<file path="src/rtl/edge_event_arbiter.sv">
// Rising-edge event capture on N_CH level inputs with round-robin arbitration
// onto a single valid/ready event port, plus sticky per-channel loss flags.
//
// state | meaning
// ------+-----------------------------------------------
// IDLE  | nothing offered, evt_valid=0
// OFFER | evt_id held on the port until evt_ready accepts
module edge_event_arbiter #(
  parameter int N_CH = 4,
  parameter int IDW  = 2
) (
  input  logic            clk,
  input  logic            rst,
  input  logic [N_CH-1:0] level_in,
  input  logic            evt_ready,
  input  logic            ovf_clr,
  output logic            evt_valid,
  output logic [IDW-1:0]  evt_id,
  output logic [N_CH-1:0] overflow
);

  localparam logic [0:0] IDLE  = 1'b0;
  localparam logic [0:0] OFFER = 1'b1;

  logic [0:0]      state;
  logic [0:0]      state_nxt;
  logic [N_CH-1:0] prev;
  logic [N_CH-1:0] pending;
  logic [N_CH-1:0] rise;
  logic [N_CH-1:0] grant_oh;
  logic [N_CH-1:0] grant_take;
  logic [N_CH-1:0] ovf_set;
  logic [IDW-1:0]  last_grant;
  logic [IDW-1:0]  grant_id;
  logic            grant_found;
  logic            transfer;
  logic            do_grant;

  assign evt_valid = (state == OFFER);
  assign transfer  = evt_valid & evt_ready;
  assign rise      = level_in & ~prev;

  // Two passes: channels above last_grant first, then wrap to the low end.
  always_comb begin
    grant_found = 1'b0;
    grant_id    = '0;
    grant_oh    = '0;
    for (int i = 0; i < N_CH; i++) begin
      if (!grant_found && pending[i] && (i > int'(last_grant))) begin
        grant_found = 1'b1;
        grant_id    = IDW'(i);
        grant_oh[i] = 1'b1;
      end
    end
    for (int i = 0; i < N_CH; i++) begin
      if (!grant_found && pending[i] && (i <= int'(last_grant))) begin
        grant_found = 1'b1;
        grant_id    = IDW'(i);
        grant_oh[i] = 1'b1;
      end
    end
  end

  assign do_grant   = grant_found & ((state == IDLE) | transfer);
  assign grant_take = grant_oh & {N_CH{do_grant}};
  // A channel being granted this edge frees its slot, so a coincident edge is not a loss.
  assign ovf_set    = rise & pending & ~grant_take;

  always_comb begin
    state_nxt = state;
    if (do_grant) begin
      state_nxt = OFFER;
    end else if (transfer) begin
      state_nxt = IDLE;
    end
  end

  always_ff @(posedge clk) begin
    if (!rst) begin
      state      <= IDLE;
      prev       <= '0;
      pending    <= '0;
      overflow   <= '0;
      evt_id     <= '0;
      last_grant <= IDW'(N_CH - 1);
    end else begin
      state    <= state_nxt;
      prev     <= level_in;
      pending  <= (pending & ~grant_take) | rise;
      overflow <= (ovf_clr ? '0 : overflow) | ovf_set;
      if (do_grant) begin
        evt_id     <= grant_id;
        last_grant <= grant_id;
      end
    end
  end

endmodule

</file>
<file path="config.mk">
export PLATFORM = sky130hd
export DESIGN_NAME = edge_event_arbiter
export DESIGN_NICKNAME = d
export VERILOG_FILES = /design/src/rtl/edge_event_arbiter.sv
export SDC_FILE = /design/constraint.sdc
export NUM_CORES = 1
export LEC_CHECK = 0
export ABC_AREA = 1
export BUFFER_PORTS_ARGS = -buffer_cell sky130_fd_sc_hd__buf_2
export CAP_MARGIN = 20
export CORE_MARGIN = 2
export CORE_UTILIZATION = 51
export DETAILED_ROUTE_END_ITERATION = 8
export HOLD_SLACK_MARGIN = 0.12
export PLACE_DENSITY = 0.87
export SLEW_MARGIN = 30
export SYNTH_ARGS = -nofsm -noshare
export SYNTH_HDL_FRONTEND = slang
export SYNTH_SLANG_ARGS = --single-unit
</file>
<file path="constraint.sdc">
create_clock -name clk -period 1.6 [get_ports clk]
set_input_delay 0.08 -clock clk [delete_from_list [all_inputs] [get_ports clk]]
set_output_delay 0.08 -clock clk [all_outputs]
set_load 0.05 [all_outputs]
</file>
=== Yosys cells after proc, flatten, opt, wreduce, memory -nomap -nowiden ===
Cells that the tools add are included.

* Register bits after elaboration: 17
* Input bits: 8
* Output and inout bits: 7
* Word-level logic and storage cells: 67

* $lt $le $gt $ge: 6
* Multiplexer cells: 23
* Bitwise operators: 13
* Reductions and logical operators: 19

{| class="wikitable"
|+ Operators with widths
! kind !! count
|-
| $and 4x4->4 || 5
|-
| $mux 1 || 16
|-
| $logic_and 1x1->1 || 12
|-
| $mux 2 || 6
|-
| $not 4->4 || 2
|-
| $or 4x4->4 || 2
|-
| $logic_not 1->1 || 6
|-
| $gt 2x2->1 const A || 2
|-
| $le 2x2->1 const A || 2
|-
| $mux 4 || 1
|-
| $and 1x1->1 || 2
|-
| $gt 1x2->1 const A || 1
|-
| $le 1x2->1 const A || 1
|-
| $reduce_bool 2->1 || 1
|-
| $not 1->1 || 1
|-
| $or 1x1->1 || 1
|}

=== Depth between registers and ports, before layout ===
Gate-level depths: netlist of the first run.

* Word-level depth: 31
* Mapped depth: 10
* Depth with buffers taken out: 10

=== Least setup slack after synthesis of the first run ===
Ideal clock, no wire load.

* Path type: reg-to-reg
* From: register state, in the netlist evt_valid
* To: register evt_id[0]
* Setup time: 0.144 ns
* Arrival time: 1.161 ns
* Data required time: 1.456 ns
* Slack: 0.295 ns
* Stages on the path, launching flop included: 8
* Buffers on the path: 0
* Clock period less this slack: 1.305 ns
* Path through: dfxtp_1 inv_1 nor2_1 inv_1 nand2_4 inv_4 o21ai_1 a21oi_1

* Longest elaborated chain between the ends: 3
* Elaborated cells between the ends (all ways): 4
* Classes of those cells: 4 x bitwise

{| class="wikitable"
|+ Ends and longest elaborated chain
! element !! RTL line !! source
|-
| start, declared || 25 || <nowiki>logic [0:0] state;</nowiki>
|-
| start signal, assigned || 87 || <nowiki>state <= state_nxt;</nowiki>
|-
| $and 1x1->1 or $not 1->1 (tied branches) || 40, 64 ||
|-
| $or 1x1->1 * || 64 || <nowiki>assign do_grant = grant_found & ((state == IDLE) | transfer);</nowiki>
|-
| $and 1x1->1 * || 64 ||
|-
| end signal, assigned || 92 || <nowiki>evt_id <= grant_id;</nowiki>
|-
| end, declared || 18 || <nowiki>output logic [IDW-1:0] evt_id,</nowiki>
|}

Every way passes the cells marked *; elsewhere a longest branch is shown, timed or not.
A chain may end at the register's enable or synchronous reset.

=== Worst setup path in the final report of the first run ===
* From: register last_grant[0]
* To: register pending[3]

* Longest elaborated chain between the ends: 31
* Elaborated cells between the ends (all ways): 38
* Classes of those cells: 6 x order compare; 9 x mux; 5 x bitwise; 18 x reduce/logical

{| class="wikitable"
|+ Ends and longest elaborated chain
! element !! RTL line !! source
|-
| start, declared || 33 || <nowiki>logic [IDW-1:0] last_grant;</nowiki>
|-
| start signal, assigned || 85 || <nowiki>last_grant <= IDW'(N_CH - 1);</nowiki>
|-
| start signal, assigned || 93 || <nowiki>last_grant <= grant_id;</nowiki>
|-
| $gt 1x2->1 || 49 || <nowiki>if (!grant_found && pending[i] && (i > int'(last_grant))) begin</nowiki>
|-
| $logic_and 1x1->1 || 49 ||
|-
| $mux 1 || 49 ||
|-
| $logic_not 1->1 || 49 ||
|-
| $logic_and 1x1->1 (2 in a row) || 49 ||
|-
| $mux 1 || 49 ||
|-
| $logic_not 1->1 || 49 ||
|-
| $logic_and 1x1->1 (2 in a row) || 49 ||
|-
| [... 12 more ...] || - ||
|-
| $logic_not 1->1 || 56 || <nowiki>if (!grant_found && pending[i] && (i <= int'(last_grant))) begin</nowiki>
|-
| $logic_and 1x1->1 (2 in a row) || 56 ||
|-
| $mux 1 || 56 ||
|-
| $and 1x1->1 || 64 ||
|-
| $and 4x4->4 * || 65 || <nowiki>assign grant_take = grant_oh & {N_CH{do_grant}};</nowiki>
|-
| $not 4->4 * || 89 || <nowiki>pending <= (pending & ~grant_take) | rise;</nowiki>
|-
| $and 4x4->4 * || 89 ||
|-
| $or 4x4->4 * || 89 ||
|-
| end signal, assigned || 89 ||
|-
| end, declared || 28 || <nowiki>logic [N_CH-1:0] pending;</nowiki>
|}

Marks and branches as above.

==> results of run 1 <==
==> through the flow <==
step / instances / total power (W) / instance area [um2] / hold slack, ns
3_3_place_gp: 132 / 0.0007599 / 860.8 / 0.2719
2_1_floorplan: 103 / 0.0007118 / 774.5 / 0.1735
6_report: 146 / 0.001013 / 987.2 / 0.1354
5_1_grt: 146 / 0.001069 / 987.2 / 0.1880
3_5_place_dp: 132 / 0.0007671 / 860.8 / 0.2785
4_1_cts: 146 / 0.001006 / 987.2 / 0.1420
==> worst reg2reg max path, stage by stage (launching register included) <==
cell and delay, ns:
dfxtp_1 0.36, nand2_1 0.09, nand2_2 0.08, nand3_2 0.09, nor2_2 0.11, nand4_2 0.12
nand2_4 0.12, inv_4 0.06, nand2_2 0.06, nand2_1 0.08, a21oi_2 0.14
==> power groups by stage <==
stage	sequential (W)	clock [W]	combinational (W)
5_1_grt	0.000496	0.000251	0.000321
3_3_place_gp	0.000497	0	0.000263
4_1_cts	0.000489	0.000228	0.000289
3_5_place_dp	0.000499	0	0.000268
6_report	0.000489	0.000231	0.000293
2_1_floorplan	0.000549	0	0.000163
==> state kept, by name (all words and copies together) (netlist names) <==
name and cells:
prev 4, overflow 4, pending 4, evt_id 2, evt_valid 1, last_grant 2
==> worst paths after layout <==
path	end	slack (ns)
max reg2reg	pending[3]	0.23
max	pending[3]	0.23
min	evt_valid	0.14
min reg2reg	evt_id[0]	0.46
==> metal layers <==
metal / vias up / global-route usage [%]
met5: - / 0
met4: 0 / 11.52
met3: 3 / 3.404
met2: 21 / 32.42
met1: 331 / 24.47
li1: 371 / -
==> cells in the final DEF (no fill, tap or decap) <==
cell type and n:
nand4_1 2, nand4_2 1, clkbuf_4 3, buf_2 14, dfxtp_1 17, a21oi_2 8
a21oi_1 3, nor2_1 8, o211ai_1 1, o21ai_2 1, nand2_4 1, nor2_2 1
inv_1 18, nand3_2 1, clkbuf_1 1, o21ai_0 2, nand2_2 8, inv_4 1
nand2_1 26, dlygate4sd3_1 10, o21ai_1 1, nand3_1 2
==> cell families (layout without fill, tap and decap cells) <==
family                 count (synthesis)  count (layout)  synth area share (%)
AO/OA/AOI/OAI                         16              16                 15.02
flip-flops                            17              17                 43.94
buffers and inverters                 20              47                 10.02
AND/OR/NAND/NOR                       50              50                 31.02
==> area by class of cell <==
| cell class | count | share of cell area [%] |
|---|---|---|
| clock buffers | 4 | 2.662 |
| inverters | 19 | 7.478 |
| multi-input cells | 66 | 36.12 |
| flip-flops and latches | 17 | 34.47 |
| well taps | 16 | 2.028 |
| repair buffers | 24 | 17.24 |
==> metrics.txt, run 1 <==
Sinks on Clock Net=17; power density over cell area=1026 nW/um2; period utilization=85.68%; Hold WC Path Type=in -> reg; register bit count reported by yosys=17; Die Y=42.97 um; Worst path slowest cell=dfxtp_1; LEAKAGE=0.4781 nW; num ports=15; Worst slew margin=66.80%; critical path arrival=1.60 ns; final hold vios=0; width of the die=42.97 um; register area=340.3 um2; input/output buffers=14; CP required=1.83 ns; remaining antenna violation count after routing=0; Met1 Wirelength=699 um; DP Wirelength=1049 um; Yosys cell types=19; Core Region=1471 um2; Clk pwr share=22.8%; share of layout cells above drive strength 1=30.00%; post-synthesis sequential area ratio=43.94%; Post-Syn Area=774.5 um2; WP depth=10; fin util=67.09%; clk_lat worst skew=0.30 ns; Setup CP Type=reg -> reg; Reg-to-Reg Start=last_grant[0]; max-cap viol count=0; gate count of the mapped netlist=103; top layer reached by signal wires=met4; Max VDD drop=0.0007630 V; placer congestion estimate=0.8754; Net Switching=0.0003547 W; Avg Synthesized Cell Area=7.519 um2; kind of cell adding the most delay to the critical path=simple AND/OR/NAND/NOR gates; fin crit period=1.371 ns; Worst Hold Depth=4; first-pass GRT wire length=2725 um; Resized Gates After CTS=0; Setup TNS Final=0 ns; outcome=finished, final reports clean; DR WL met2=824 um; initial antenna violation count=0; footprint of the multi-input gates=356.6 um2; antenna cells=0; Synth top area share=43.94%; most frequent cell after synthesis=nand2_1; vias after detailed routing=726; TritonCTS clock tree=built; Rows=14; detailed-route DRC error count=0; peak fanout along the critical path=7; fin worst setup slack=0.2291 ns; reg2reg path depth=10; post-CTS setup buffers=0; fmax=729.5 MHz; wire length on met3=77 um; synth warn=0; deepest clock path buffer count=2; Combinational Power Share=28.9%; Layout Skew=0.005150 ns; H-tree Lvls=1; initial DRC count=16; top cells by count, synth=nand2_1, inv_1, dfxtp_1; vias per inst=4.973; drt total wl=1629 um; Layout area overhead=27.46%; crit path from=last_grant[0]; Post-synth EDFFs=0; Setup-failing EPs final=0; Initial Util=52.64%; Reg clk slew, reported paths=0.10 ns; Setup WS pre-CTS=0.2563 ns; Int Power=0.0006584 W; Total GRT Usage=19.91%; CTS Buf Count=3; Post-synth top flop=dfxtp_1; clock root buffer=clkbuf_4; Pre-antenna DRT Iters=4; Critical Path Sink Type=flop; full die area=1846 um2; cts hold-fix bufs=10; worst hold start=evt_ready; Syn Nets=111; nets@finish=139; number of global-route vias before repair=658; slowest stage delay, CP=0.36 ns; switching share of power=35.01%; fraction of registers with async set/reset=0%; worst path bufs/invs=1; largest net degree at the start of global routing=12; sequential power share=48.2%; worst slew pin tran=0.4975 ns; critical path launch point type=flop; cell taking the most area after synthesis=dfxtp_1; Synth area leaders=dfxtp_1, nand2_1, a21oi_2; cells along the critical path=nand2_1 > nand2_2 > nand3_2 > nor2_2 > nand4_2 > nand2_4 > inv_4 > nand2_2 > nand2_1 > a21oi_2; grt ovf=0; Wirelength per Cell=11.16 um; Fillers=131; RSZ-0062 raised after global routing=false; Slew Limit Fails=0
(Power assumes the default switching activity.)
==> run 2, diff against run 1 <==
==> constraint.sdc (replaced) <==
create_clock -name clk -period 1.35 [get_ports clk]
set_input_delay 0.0675 -clock clk [delete_from_list [all_inputs] [get_ports clk]]
set_output_delay 0.0675 -clock clk [all_outputs]
set_load 0.05 [all_outputs]
==> metrics.txt, run 2 (synthesis gave the netlist of run 1 again) <==
DP Wirelength=1049 um (unchanged); RSZ-0062 raised after global routing=true; first-pass GRT wire length=2725 um (unchanged); Worst slew margin=66.95% (+0.15 points); H-tree Lvls=1 (unchanged); full die area=1846 um2 (unchanged); post-route cell area=1097 um2 (+11%); share of layout cells above drive strength 1=41.67% (+12 points); power density over cell area=1217 nW/um2 (+19%); CP required=1.53 ns (-0.30 ns); nets@finish=141 (+1.4%); sequential power share=45.6% (-2.6 points); detailed-route DRC error count=0 (unchanged); fin worst setup slack=-0.08464 ns (-0.3138 ns); clock root buffer=clkbuf_4; fmax=697.0 MHz (-4.4%); remaining antenna violation count after routing=0 (unchanged); antenna cells=0 (unchanged); CTS Buf Count=3 (unchanged); placer congestion estimate=0.8754 (unchanged); Rows=14 (unchanged); grt ovf=0 (unchanged); worst path bufs/invs=1 (unchanged); TritonCTS clock tree=built; Layout Skew=0.001333 ns (-0.003817 ns); Combinational Power Share=33.0% (+4.1 points); critical path launch point type=flop; largest net degree at the start of global routing=12 (unchanged); input/output buffers=14 (unchanged); clk_lat worst skew=0.30 ns (about the same); failing checks=negative setup slack; max-cap viol count=0 (unchanged); Reg clk slew, reported paths=0.10 ns (about the same); drt total wl=1947 um (+20%); LEAKAGE=0.5295 nW (+11%); Total GRT Usage=19.91% (unchanged); slowest stage delay, CP=0.40 ns (+0.04 ns); Setup-failing EPs final=5 (+5); deepest clock path buffer count=2 (unchanged); Max VDD drop=0.001011 V (+33%); Int Power=0.0008341 W (+27%); Hold WC Path Type=in -> reg; most frequent CP cell=nand2_4; vias per inst=5.142 (+3.4%); width of the die=42.97 um (unchanged); Layout area overhead=41.68%; vias after detailed routing=761 (+4.8%); final hold vios=0 (unchanged); outcome=complete, but fails checks; Worst path slowest cell=dfxtp_4; worst slew pin tran=0.4953 ns (-0.002231 ns); Core Region=1471 um2 (unchanged); fin crit period=1.435 ns (+0.06376 ns); Net Switching=0.0005010 W (+41%); commonest non-fill, non-tap cells in the layout=nand2_1, inv_1, buf_2, dfxtp_1, dlygate4sd3_1; Wirelength per Cell=13.16 um (+18%); initial antenna violation count=0 (unchanged); number of global-route vias before repair=658 (unchanged); Critical Path Sink Type=flop; num ports=15 (unchanged); DP Area=860.8 um2 (unchanged); initial DRC count=20 (+4); Sinks on Clock Net=17 (unchanged); kind of cell adding the most delay to the critical path=simple AND/OR/NAND/NOR gates; peak fanout along the critical path=3 (-4); Clk pwr share=21.4% (-1.4 points); cells along the critical path=inv_4 > nand2_4 > nand4_1 > nor2_2 > nand3_1 > nand2_2 > nand2_4 > nand2_4 > a21oi_2; Setup CP Type=reg -> reg; Initial Util=52.64% (unchanged); Slew Limit Fails=0 (unchanged); Pre-antenna DRT Iters=4 (unchanged); critical path arrival=1.61 ns (about the same); most common cell after layout, fill and taps aside=nand2_1; Total Power=0.001335 W (+32%); Die Y=42.97 um (unchanged); top flop regs=overflow: 4 flops, pending: 4 flops, prev: 4 flops; switching share of power=37.52% (+2.5 points); period utilization=106.3% (+21 points)
run 2: cell types whose count changed in the layout (fill, tap and decap cells not counted), moves of 3 or more:
cell and delta:
dfxtp_1 -5, nand2_4 +6, nand2_1 -6, dfxtp_2 +3
run 2: worst paths after layout:
kind	start	slack [ns]	depth (start not counted)	to
min	evt_ready	0.11	4	evt_valid
min reg2reg	evt_id[0]	0.47	2	evt_id[0]
max reg2reg	last_grant[1]	-0.08	9	pending[3]
max	last_grant[1]	-0.08	9	pending[3]
run 2: what timing repair did:
item	CTS	global route
resized for setup	0	30
endpoints found under the hold margin	14	0
hold buffers	10	0
buffers inserted	0	2
setup endpoints to repair	0	12
run 2: through the flow:
stage / setup TNS (ns) / utilization [%] / worst slack, ns / cells / hold slack [ns]
6_report: -0.2889 / 74.57 / -0.08464 / 148 / 0.1126
5_1_grt: -1.050 / 74.57 / -0.1507 / 148 / 0.1747
4_1_cts: 0 / 67.09 / 0.01178 / 146 / 0.1295
3_5_place_dp: 0 / 58.50 / 0.006299 / 132 / 0.2660
3_3_place_gp: 0 / 58.50 / 0.02751 / 132 / 0.2594
2_1_floorplan: 0 / - / 0.04494 / 103 / 0.1610
run 2: final cells by class:
class,count,area (um2)
Clock buffer,4,26.28
Fill cell,95,374.1
Inverter,19,81.33
Multi-Input combinational cell,66,432.9
Sequential cell,17,351.6
Tap cell,16,20.02
Timing Repair Buffer,26,185.2
run 2: tightest hold or removal path: stages:
cell and delay (ns):
buf_2 0.08, nor2_1 0.05, o21ai_0 0.14, inv_1 0.04
run 2: power by group through the flow:
stage	registers (W)	clock network (W)	logic (W)
floorplan	0.000650	0	0.000193
global placement	0.000589	0	0.000312
detailed placement	0.000591	0	0.000318
CTS	0.000579	0.000270	0.000343
global route	0.000616	0.000299	0.000473
finish	0.000608	0.000286	0.000441
run 2: layer usage:
layer / wire length, um / GRT usage (%) / share of wire (%)
met5: 0 / 0 / 0
met3: 59 / 3.404 / 3.0
met2: 1005 / 32.42 / 52
met4: 38 / 11.52 / 2.0
met1: 845 / 24.47 / 43
==> run 3, diff against run 2 <==
--- a/config.mk
+++ b/config.mk
@@ -6,7 +6,7 @@
 export NUM_CORES = 1
 export LEC_CHECK = 0
 export ABC_AREA = 1
-export BUFFER_PORTS_ARGS = -buffer_cell sky130_fd_sc_hd__buf_2
+export BUFFER_PORTS_ARGS = -buffer_cell sky130_fd_sc_hd__clkbuf_2
 export CAP_MARGIN = 20
 export CORE_MARGIN = 2
 export CORE_UTILIZATION = 51
==> metrics.txt, run 3 (synthesis gave the netlist of run 1 again) <==
outcome=finished, final reports clean; Slew Limit Fails=0 (unchanged); peak fanout along the critical path=7 (+4); worst r2r dst=evt_id[0]; Sinks on Clock Net=17 (unchanged); slowest stage delay, CP=0.37 ns (-0.03 ns); detailed-route DRC error count=0 (unchanged); period utilization=99.57% (-6.7 points); worst slew pin tran=0.4981 ns (+0.002887 ns); nets@finish=142 (+0.71%); remaining antenna violation count after routing=0 (unchanged); Hold WC Path Type=in -> reg; clock root buffer=clkbuf_4; Non-Filler Instances=149 (+0.68%); Setup-failing EPs final=0 (-5); footprint of the multi-input gates=376.6 um2 (-13%); TritonCTS clock tree=built; register area=345.3 um2 (-1.8%); placer congestion estimate=0.8748 (about the same); initial antenna violation count=0 (unchanged); first-pass GRT wire length=2642 um (-3.0%); H-tree Lvls=1 (unchanged); fmax=743.9 MHz (+6.7%); CTS Buf Count=3 (unchanged); power density over cell area=1218 nW/um2 (+0.11%); DP Wirelength=1049 um (about the same); Setup WS pre-CTS=0.01269 ns (+0.006391 ns); full die area=1846 um2 (unchanged); Rows=14 (unchanged); share of layout cells above drive strength 1=38.35% (-3.3 points); width of the die=42.97 um (unchanged); vias per inst=4.852 (-5.6%); Wirelength per Cell=11.93 um (-9.3%); Reg clk slew, reported paths=0.10 ns (about the same); fin util=70.49% (-4.1 points); Layout Skew=0.0008909 ns (-0.0004418 ns); drt total wl=1778 um (-8.7%); critical path launch point type=flop; Worst path slowest cell=dfxtp_2; grt ovf=0 (unchanged); Critical Path Sink Type=flop; commonest non-fill, non-tap cells in the layout=nand2_1, inv_1, dfxtp_1, clkbuf_2, nand2_2; Die Y=42.97 um (unchanged); fin worst setup slack=0.005791 ns (+0.09043 ns); RSZ-0062 raised after global routing=true; LEAKAGE=0.4956 nW (-6.4%); Placed Cells incl. Taps=132 (unchanged); Total GRT Usage=19.88% (-0.035 points); Reg-to-Reg Start=last_grant[1]; initial DRC count=9 (-55%); top flop regs=overflow: 4 flops, pending: 4 flops, prev: 4 flops; input/output buffers=14 (unchanged); CP required=1.52 ns (about the same); vias after detailed routing=723 (-5.0%); Total Power=0.001263 W (-5.4%); most common cell after layout, fill and taps aside=nand2_1; number of global-route vias before repair=607 (-7.8%); antenna cells=0 (unchanged); final hold vios=0 (unchanged); num ports=15 (unchanged); Pre-antenna DRT Iters=4 (unchanged); Fillers=110 (+16%); worst hold start=evt_ready; max-cap viol count=0 (unchanged); clk_lat worst skew=0.29 ns (about the same); Core Region=1471 um2 (unchanged); critical path arrival=1.51 ns (-0.10 ns); Initial Util=52.64% (unchanged); deepest clock path buffer count=2 (unchanged); fin crit period=1.344 ns (-0.09043 ns); Worst Hold Depth=4 (unchanged); Worst slew margin=66.75% (-0.19 points); WHS Endpoint=evt_valid; Setup CP Type=reg -> reg; r2r setup slk=0.006 ns (+0.09 ns); cells along the critical path=inv_2 > nand2_2 > nand3_2 > nor2_2 > nand4_2 > nand2_4 > inv_6 > o21ai_1 > a21oi_1; crit path from=last_grant[1]; reg2reg path depth=9 (unchanged); Layout area overhead=33.93%; Max VDD drop=0.0009341 V (-7.6%); largest net degree at the start of global routing=12 (unchanged)
[run 3: worst max-delay path: cells and delay by family, from the launching register on]
family                 cells  cell delay (ns)
buffers and inverters      2             0.11
AO/OA/AOI/OAI              2             0.19
AND/OR/NAND/NOR            5             0.54
flip-flops                 1             0.37
[run 3: metal layers]
layer  vias to the layer above  GRT usage [%]  wire length, um
met5                         -              0                0
met4                         0          7.273               19
met3                         3          3.830               37
met2                         9          35.15             1004
met1                       330          23.61              717
li1                        381              -                -
[run 3: what timing repair did]
item | CTS | global route
endpoints found under the setup margin | 1 | 12
hold endpoints to repair | 14 | 0
resized for setup | 1 | 12
hold buffers | 10 | 0
buffers inserted | 0 | 3
pin swaps | 0 | 7
[run 3: layout make-up]
cell class / count / area share (%)
Timing Repair Buffer: 27 / 18.58
Sequential cell: 17 / 33.29
Inverter: 19 / 7.358
Tap cell: 16 / 1.930
Multi-Input combinational cell: 66 / 36.31
Clock buffer: 4 / 2.533
[run 3: worst max path at each step]
stage	slack, ns	endpoint	cells after the start
6_report	0.006	evt_id[0]	9
5_1_grt	-0.10	overflow[1]	10
4_1_cts	0.01	evt_id[0]	9
3_5_place_dp	0.01	evt_id[0]	9
3_3_place_gp	0.03	evt_id[0]	9
2_1_floorplan	0.04	evt_id[0]	7
[run 3: power by group]
group | switching [W] | internal, W
clock network | 0.000163 | 0.000115
logic | 0.000247 | 0.000147
registers | 0.0000384 | 0.000553
total | 0.000448 | 0.000815
[run 3: metrics by stage]
stage	setup TNS (ns)	cell area, um2	hold slack [ns]
3_5_place_dp	0	860.8	0.2682
3_3_place_gp	0	860.8	0.2613
5_1_grt	-0.9051	1037	0.1459
6_report	0	1037	0.1211
4_1_cts	0	988.4	0.1305
2_1_floorplan	0	774.5	0.1610
